===== src/rtl/geri_yaz_yazmac_obegi.sv =====
// -----------------------------------------------------------------------------
// geri_yaz_yazmac_obegi
// Writeback stage and 32x32 integer register file with write-through bypass,
// forwarding output and a retired-instruction counter.
//
// Ports
//   clk_i                  core clock, rising edge
//   rst_i                  asynchronous active-high reset
//   gy_gecerli_i           valid instruction in writeback
//   gy_mikroislem_i[2:0]   [0] write enable, [2:1] source select
//   gy_rd_adres_i          destination register
//   gy_rd_deger_i          ALU/divide/crypto result           (sel 00)
//   gy_ps_artmis_i[31:1]   incremented PC, halfword aligned    (sel 01)
//   gy_bib_deger_i         load result                         (sel 10)
//   gy_carpma_deger_i      multiplier result                   (sel 11)
//   ddb_durdur_i           stall; freezes register array and counter
//   cyo_rs1/2_adres_i      decode read addresses
//   cyo_rs1/2_deger_o      read data (combinational, bypassed)
//   gy_yonlendir_*_o       forwarding value / valid / address
//   sayac_emekli_o         retired-instruction count
// -----------------------------------------------------------------------------
module geri_yaz_yazmac_obegi #(
    parameter int unsigned SAYAC_BIT = 64
) (
    input  logic                 clk_i,
    input  logic                 rst_i,
    input  logic                 gy_gecerli_i,
    input  logic [2:0]           gy_mikroislem_i,
    input  logic [4:0]           gy_rd_adres_i,
    input  logic [31:0]          gy_rd_deger_i,
    input  logic [31:1]          gy_ps_artmis_i,
    input  logic [31:0]          gy_bib_deger_i,
    input  logic [31:0]          gy_carpma_deger_i,
    input  logic                 ddb_durdur_i,
    input  logic [4:0]           cyo_rs1_adres_i,
    input  logic [4:0]           cyo_rs2_adres_i,
    output logic [31:0]          cyo_rs1_deger_o,
    output logic [31:0]          cyo_rs2_deger_o,
    output logic [31:0]          gy_yonlendir_deger_o,
    output logic                 gy_yonlendir_gecerli_o,
    output logic [4:0]           gy_yonlendir_adres_o,
    output logic [SAYAC_BIT-1:0] sayac_emekli_o
);

    localparam int unsigned VERI_BIT      = 32;
    localparam int unsigned ADRES_BIT     = 5;
    localparam int unsigned YAZMAC_SAYISI = 32;

    localparam logic [1:0] SEC_RD    = 2'b00;
    localparam logic [1:0] SEC_PS    = 2'b01;
    localparam logic [1:0] SEC_BIB   = 2'b10;
    localparam logic [1:0] SEC_CARPMA = 2'b11;

    logic [VERI_BIT-1:0]  yazmac_q [YAZMAC_SAYISI];
    logic [VERI_BIT-1:0]  yazmac_d [YAZMAC_SAYISI];
    logic [SAYAC_BIT-1:0] sayac_q;
    logic [SAYAC_BIT-1:0] sayac_d;

    logic [VERI_BIT-1:0]  secilen_c;
    logic                 yonlendir_gecerli_c;
    logic                 yaz_c;
    logic                 emekli_c;

    // Writeback source mux
    always_comb begin
        secilen_c = gy_rd_deger_i;
        unique case (gy_mikroislem_i[2:1])
            SEC_RD:     secilen_c = gy_rd_deger_i;
            SEC_PS:     secilen_c = {gy_ps_artmis_i, 1'b0};
            SEC_BIB:    secilen_c = gy_bib_deger_i;
            SEC_CARPMA: secilen_c = gy_carpma_deger_i;
            default:    secilen_c = gy_rd_deger_i;
        endcase
    end

    // Forwarding ignores the stall so that decode can still see the value
    // that will be written once the stall releases.
    always_comb begin
        yonlendir_gecerli_c = gy_gecerli_i & gy_mikroislem_i[0]
                            & (gy_rd_adres_i != ADRES_BIT'(0));
        yaz_c               = yonlendir_gecerli_c & ~ddb_durdur_i;
        emekli_c            = gy_gecerli_i & ~ddb_durdur_i;
    end

    // Next-state for register array and retirement counter
    always_comb begin
        for (int i = 0; i < int'(YAZMAC_SAYISI); i++) begin
            yazmac_d[i] = yazmac_q[i];
        end
        sayac_d = sayac_q;
        if (yaz_c) begin
            yazmac_d[gy_rd_adres_i] = secilen_c;
        end
        if (emekli_c) begin
            sayac_d = sayac_q + SAYAC_BIT'(1);
        end
    end

    // State registers; entry 0 is never written because yaz_c excludes x0
    always_ff @(posedge clk_i or posedge rst_i) begin
        if (rst_i) begin
            for (int i = 0; i < int'(YAZMAC_SAYISI); i++) begin
                yazmac_q[i] <= '0;
            end
            sayac_q <= '0;
        end else begin
            for (int i = 0; i < int'(YAZMAC_SAYISI); i++) begin
                yazmac_q[i] <= yazmac_d[i];
            end
            sayac_q <= sayac_d;
        end
    end

    // Read port 1: reset forces zero and suppresses the bypass
    always_comb begin
        cyo_rs1_deger_o = '0;
        if (rst_i || (cyo_rs1_adres_i == ADRES_BIT'(0))) begin
            cyo_rs1_deger_o = '0;
        end else if (yaz_c && (cyo_rs1_adres_i == gy_rd_adres_i)) begin
            cyo_rs1_deger_o = secilen_c;
        end else begin
            cyo_rs1_deger_o = yazmac_q[cyo_rs1_adres_i];
        end
    end

    // Read port 2: independent of port 1
    always_comb begin
        cyo_rs2_deger_o = '0;
        if (rst_i || (cyo_rs2_adres_i == ADRES_BIT'(0))) begin
            cyo_rs2_deger_o = '0;
        end else if (yaz_c && (cyo_rs2_adres_i == gy_rd_adres_i)) begin
            cyo_rs2_deger_o = secilen_c;
        end else begin
            cyo_rs2_deger_o = yazmac_q[cyo_rs2_adres_i];
        end
    end

    assign gy_yonlendir_deger_o   = secilen_c;
    assign gy_yonlendir_gecerli_o = yonlendir_gecerli_c;
    assign gy_yonlendir_adres_o   = gy_rd_adres_i;
    assign sayac_emekli_o         = sayac_q;

endmodule


===== config.mk =====
export PLATFORM = sky130hd
export DESIGN_NAME = geri_yaz_yazmac_obegi
export DESIGN_NICKNAME = d
export VERILOG_FILES = /design/src/rtl/geri_yaz_yazmac_obegi.sv
export SDC_FILE = /design/constraint.sdc
export NUM_CORES = 2
export LEC_CHECK = 0
export BUFFER_PORTS_ARGS = -buffer_cell sky130_fd_sc_hd__buf_2
export CORE_AREA = 2 2 361 291
export DETAILED_ROUTE_END_ITERATION = 12
export DIE_AREA = 0 0 363 293
export HOLD_SLACK_MARGIN = 0.02
export PLACE_DENSITY = 0.77
export SLEW_MARGIN = 5
export SYNTH_ARGS = -nofsm -noshare
export SYNTH_HDL_FRONTEND = slang
export SYNTH_SLANG_ARGS = --single-unit
export TNS_END_PERCENT = 20

===== constraint.sdc =====
create_clock -name clk_i -period 34.6 [get_ports clk_i]
set_input_delay 3.46 -clock clk_i [delete_from_list [all_inputs] [get_ports clk_i]]
set_output_delay 3.46 -clock clk_i [all_outputs]
set_load 0.1 [all_outputs]

### Word level (Yosys, flattened, before mapping)

Cells that the tools add are included.

| storage, ports and cells | value |
|---|---|
| bits in registers | 1088 |
| output and inout port bits | 166 |
| logic and storage cells | 74 |

| operators by class | value |
|---|---|
| add/sub/neg operators | 1 |
| magnitude comparators | 4 |
| equality and inequality tests | 5 |
| multiplexer cells | 14 |
| bitwise gates (word level) | 8 |
| reduce and logical (&&, ||, !) cells | 9 |

Operators by type and width:

| cell | number |
|---|---|
| 1024-bit bitwise mux | 1 |
| 32-bit binary-select mux with 5-bit select | 2 |
| 32-bit 2-to-1 mux | 9 |
| 32-bit demux with 5-bit select | 1 |
| 32-bit case mux with 4 select lines | 1 |
| 64-bit by 1-bit adder with 64-bit output, second input constant | 1 |
| 6-bit greater-or-equal comparator, second input constant | 3 |
| 5-bit NOT with 6-bit output | 3 |
| 5-bit == test | 2 |
| 5-bit zero test | 2 |
| 6-bit by 1-bit less-than comparator with 1-bit output, second input constant | 1 |
| 5-bit nonzero test | 1 |
| 1-bit bitwise AND | 4 |
| 2-bit == test, second input constant | 2 |
| 1-bit logical AND | 3 |
| 2-bit by 1-bit == test with 1-bit output, second input constant | 1 |
| 2-bit zero test | 1 |
| 1-bit logical OR | 2 |
| 1-bit NOT | 1 |

### Longest topological paths before layout

| depth | value |
|---|---|
| depth in word-level cells | 6 |
| mapped depth | 11 |
| depth with buffers taken out | 7 |

### Least setup slack after synthesis

Ideal clock, no wire load.

| path | value |
|---|---|
| kind | input to output |
| from | in gy_mikroislem_i[1] |
| to | out cyo_rs1_deger_o[30] |
| data arrival time | 6.664 ns |
| required time | 31.140 ns |
| slack | 24.476 ns |
| cell stages on the path | 7 |
| path buffers | 3 |
| cell sequence | clkbuf_1 -> buf_2 -> mux2i_1 -> nand2_1 -> o21ai_0 -> clkbuf_1 -> o21ai_0 |

| between the ends | value |
|---|---|
| word-level cells in the longest chain between the ends | 4 |

Ends and longest elaborated chain:

| what | line | text |
|---|---|---|
| from (decl) | 28 | `input logic [2:0] gy_mikroislem_i,` |
| 2-bit == test (tied with other cells) | 67 | `unique case (gy_mikroislem_i[2:1])` |
| 32-bit case mux with 4 select lines (*) | 67 |  |
| 32-bit 2-to-1 mux (*) | 119 | `end else if (yaz_c && (cyo_rs1_adres_i == gy_rd_adres_i)) begin` |
| 32-bit 2-to-1 mux (*) | 117 | `if (rst_i \|\| (cyo_rs1_adres_i == ADRES_BIT'(0))) begin` |
| to (decl) | 37 | `output logic [31:0] cyo_rs1_deger_o,` |

Mark *: on every way between the ends. The rest lies on a longest branch, timed or not.

### Worst setup path in the final report

| path | value |
|---|---|
| from | in cyo_rs1_adres_i[0] |
| to | out cyo_rs1_deger_o[14] |

| between the ends | value |
|---|---|
| word-level cells in the longest chain between the ends | 6 |

Ends and longest elaborated chain:

| what | line | text |
|---|---|---|
| from (decl) | 35 | `input logic [4:0] cyo_rs1_adres_i,` |
| 5-bit NOT with 6-bit output (not written as such) | 122 | `cyo_rs1_deger_o = yazmac_q[cyo_rs1_adres_i];` |
| 32-bit binary-select mux with 5-bit select | 122 |  |
| 32-bit 2-to-1 mux (not written as such) (2 in a row) | 122 |  |
| 32-bit 2-to-1 mux | 119 |  |
| 32-bit 2-to-1 mux (*) | 117 |  |

Mark *: on every way between the ends. The rest lies on a longest branch, timed or not. The select of a mux whose other input is x is not followed.

==> impl_metrics.yaml <==
cts:
  htreeDepth: 3
  root_buffer: "clkbuf_16"
  cts.reportedPaths.clkPinSlew_ns: 0.06
  cts_tree: "yes"
  insertion_delay_ns: 0.73
  numCtsBuffers: 107
  post_cts_buffers: 0
  clockBufferDepth: 3
  cts_sinks: 1088
  post_cts_resized: 0
  ctsHoldBuffers: 0
routing:
  ant_nets: 0
  routed_wl_mm: 192
  drtIter0Drc: 7008
  drc_errors: 0
  vias: 47400
  dr.pass1.iters: 7
  vias_per_cell: 6.89
  avgRoutedWirePerCell_um: 27.9
timing:
  timing_hold_violations_final: 0
  fin_crit_ns: 11.44
  finalCritPeriodShare_pct: 33.1
  setup_viol: 0
  fmax_mhz: 87.4
  finalMaxSlewViolations: 0
  fin_ws_ns: 23.16
  worst_slew_pin_slew_ns: 1.24
  finClkSkew_ns: 0.0139
  rsz0062_at_grt: "false"
  relSlewSlack_pct: 17.4
  fin_tns_setup_ns: 0
synthesis:
  synth.yosys.warnings: 0
  synth-main-ff-cell: "dfrtp_1"
  async_flop_share_pct: 100
  syn_area_um2: 57100
  avgSynthCellArea_um2: 10.4
  yosys.area.top_type_share_pct: 47.6
  ys_seq_area_share_pct: 47.6
  synth_cell_types: 45
  yosysTopAreaCell: "dfrtp_1"
  synthTopCellsByArea: "dfrtp_1 48%, mux4_2 14%, o21ai_0 9.6%"
  ys_seq_elements: 1088
  synth_cells: 5489
  synth_edf_count: 0
  syn_nets: 5639
floorplanning:
  core_area_um2: 102000
  dieArea_um2: 106000
  start_util_pct: 55.8
  num_rows: 105
  chipWidth_um: 363
  io_pins: 315
  die-height_um: 293
cells_and_area:
  final_core_util_pct: 61.7
  fill_cells: 8088
  seqCellArea_um2: 27200
  nets: 5601
  final_common_cell: "nand2_1"
  drive_gt1_share_pct: 19.3
  most-common-layout-cells: "1,136 x nand2_1, 1,091 x o21ai_0, 1,088 x dfrtp_1"
  area_delta_synth_final_pct: 10.4
  multiInputGateArea_um2: 27700
min_path:
  hold_path_startpoint: "yazmac_q[1016]$_DFFE_PP0P_"
  worstHoldEndpoint: "yazmac_q[1016]$_DFFE_PP0P_"
  hp-class: "reg2reg"
  min_path_cells: 0
grt:
  grt_util_all_layers_pct: 36.1
  grt_pass1_vias: 46300
  grt_max_degree: 188
  grt-ovfl-total: 0
  grt_pass1_wl_mm: 289
  antenna_found_initial: 7
setup_path:
  crit_required_ns: 31.14
  setup.worst_path.start_class: "input port"
  path_class: "in2out"
  path_cells: "buf_8 > buf_12 > buf_4 > mux4_2 > a32oi_1 > o21ai_0 > a22oi_1 > o21ai_0 > buf_2"
  crit-reg2reg-capture: "sayac_emekli_o[53]$_DFFE_PP0P_"
  crit_fanout: 118
  cp.arrival_ns: 7.98
  cpMaxStageDelayCell: "buf_4"
  reg2reg_depth: 6
  critical-path-max-stage-delay_ns: 0.95
  cp_common_cell: "o21ai_0"
  critical_path.endpoint_type: "output port"
  rr_startpoint: "sayac_emekli_o[21]$_DFFE_PP0P_"
  ff2ff_setup_slack_ns: 32.25
job:
  maxCapViolations: 0
power_and_ir_drop:
  p_int_uw: 2320
  switchingPower_uw: 990
  clkPwrFrac_pct: 38.6
  p_leak_uw: 0.0282
  p_total_uw: 3310
  peakVddDrop_uv: 43.9
  switching_share_pct: 30.0
  p_per_area_nw_per_um2: 52.4
  p_seq_share_pct: 44.7
  combPwrFrac_pct: 16.7
placed_design:
  routabilityCongestion: 0.862
  dp_hpwl_mm: 104
  io_buffers: 314
  pre_cts_slack_ns: 23.35
status:
  outcome: "finished clean"
-- state kept, by name (all words and copies together) (netlist names) --
signal and cells:
sayac_emekli_o 64, yazmac_q 1024
-- worst max-delay path by stage --
stage	startpoint	to	slack, ns	depth (start not counted)
finish	cyo_rs1_adres_i[0]	cyo_rs1_deger_o[14]	23.16	9
global route	cyo_rs1_adres_i[0]	cyo_rs1_deger_o[22]	23.00	10
CTS	cyo_rs1_adres_i[0]	cyo_rs1_deger_o[14]	23.35	9
detailed placement	cyo_rs1_adres_i[0]	cyo_rs1_deger_o[14]	23.35	9
global placement	cyo_rs1_adres_i[0]	cyo_rs1_deger_o[14]	23.40	9
floorplan	rst_i	sayac_emekli_o[0]$_DFFE_PP0P_	0.51	1
-- metal layers --
| metal | track usage, % | vias up | wire, um |
|---|---|---|---|
| li1 | - | 19800 | - |
| met1 | 49.3 | 23400 | 70900 |
| met2 | 52.5 | 3479 | 82400 |
| met3 | 12.7 | 746 | 29200 |
| met4 | 15.7 | 14 | 9670 |
| met5 | 0 | - | 114 |
-- cell usage after synthesis, types with 21 or more instances --
master	number
xnor2_1	50
nand3_1	55
and3_1	39
o21ai_1	56
mux2i_1	376
inv_1	37
buf_4	25
clkbuf_1	445
a221oi_1	126
o221ai_1	30
a21oi_1	64
o21ai_0	1093
mux4_2	359
nand2_1	1168
a32oi_1	31
dfrtp_1	1088
buf_1	23
buf_2	71
mux2_2	26
nand2b_1	32
nor2_1	54
nand4_1	21
xor2_1	23
a22oi_1	126
-- power by group through the flow --
stage | Sequential [uW] | Combinational (uW) | Clock, uW
5_1_grt | 1490 | 595 | 1330
2_1_floorplan | 1490 | 392 | 0
3_3_place_gp | 1490 | 526 | 0
6_report | 1480 | 553 | 1280
4_1_cts | 1470 | 545 | 1280
3_5_place_dp | 1490 | 542 | 0
-- cell type report --
type	instances	share of cell area (%)
Inverter	37	0.236
Timing Repair Buffer	424	3.95
Tap cell	1337	2.65
Clock buffer	156	4.88
Multi-Input combinational cell	3793	43.9
Sequential cell	1088	43.1
Clock inverter	47	1.21
Antenna cell	3	0.0119
-- metrics by stage --
step                      hold WS, ns  area [um^2]  cells
after CTS                       0.397        63100   6882
after global routing            0.408        63100   6882
after global placement          0.377        59300   6679
after floorplan                 0.441        57100   5489
after detailed placement        0.382        59300   6679
final                           0.391        63100   6885
-- worst max-delay path: cells and delay by family --
kind,cells,cell delay (ns)
muxes,1,0.60
AOI/OAI and AO/OA,4,1.11
buffers and inverters,4,2.59
-- cells by family after synthesis --
logic type | Yosys count | synth area share (%)
simple gates | 1417 | 10.1
xor+xnor | 73 | 1.12
flops | 1088 | 47.6
mux | 769 | 21.4
fa+ha+maj | 1 | 0.0219
compound gates | 1533 | 15.3
buf+inv | 608 | 4.41
No activity file was read; power rests on OpenSTA's default activity.
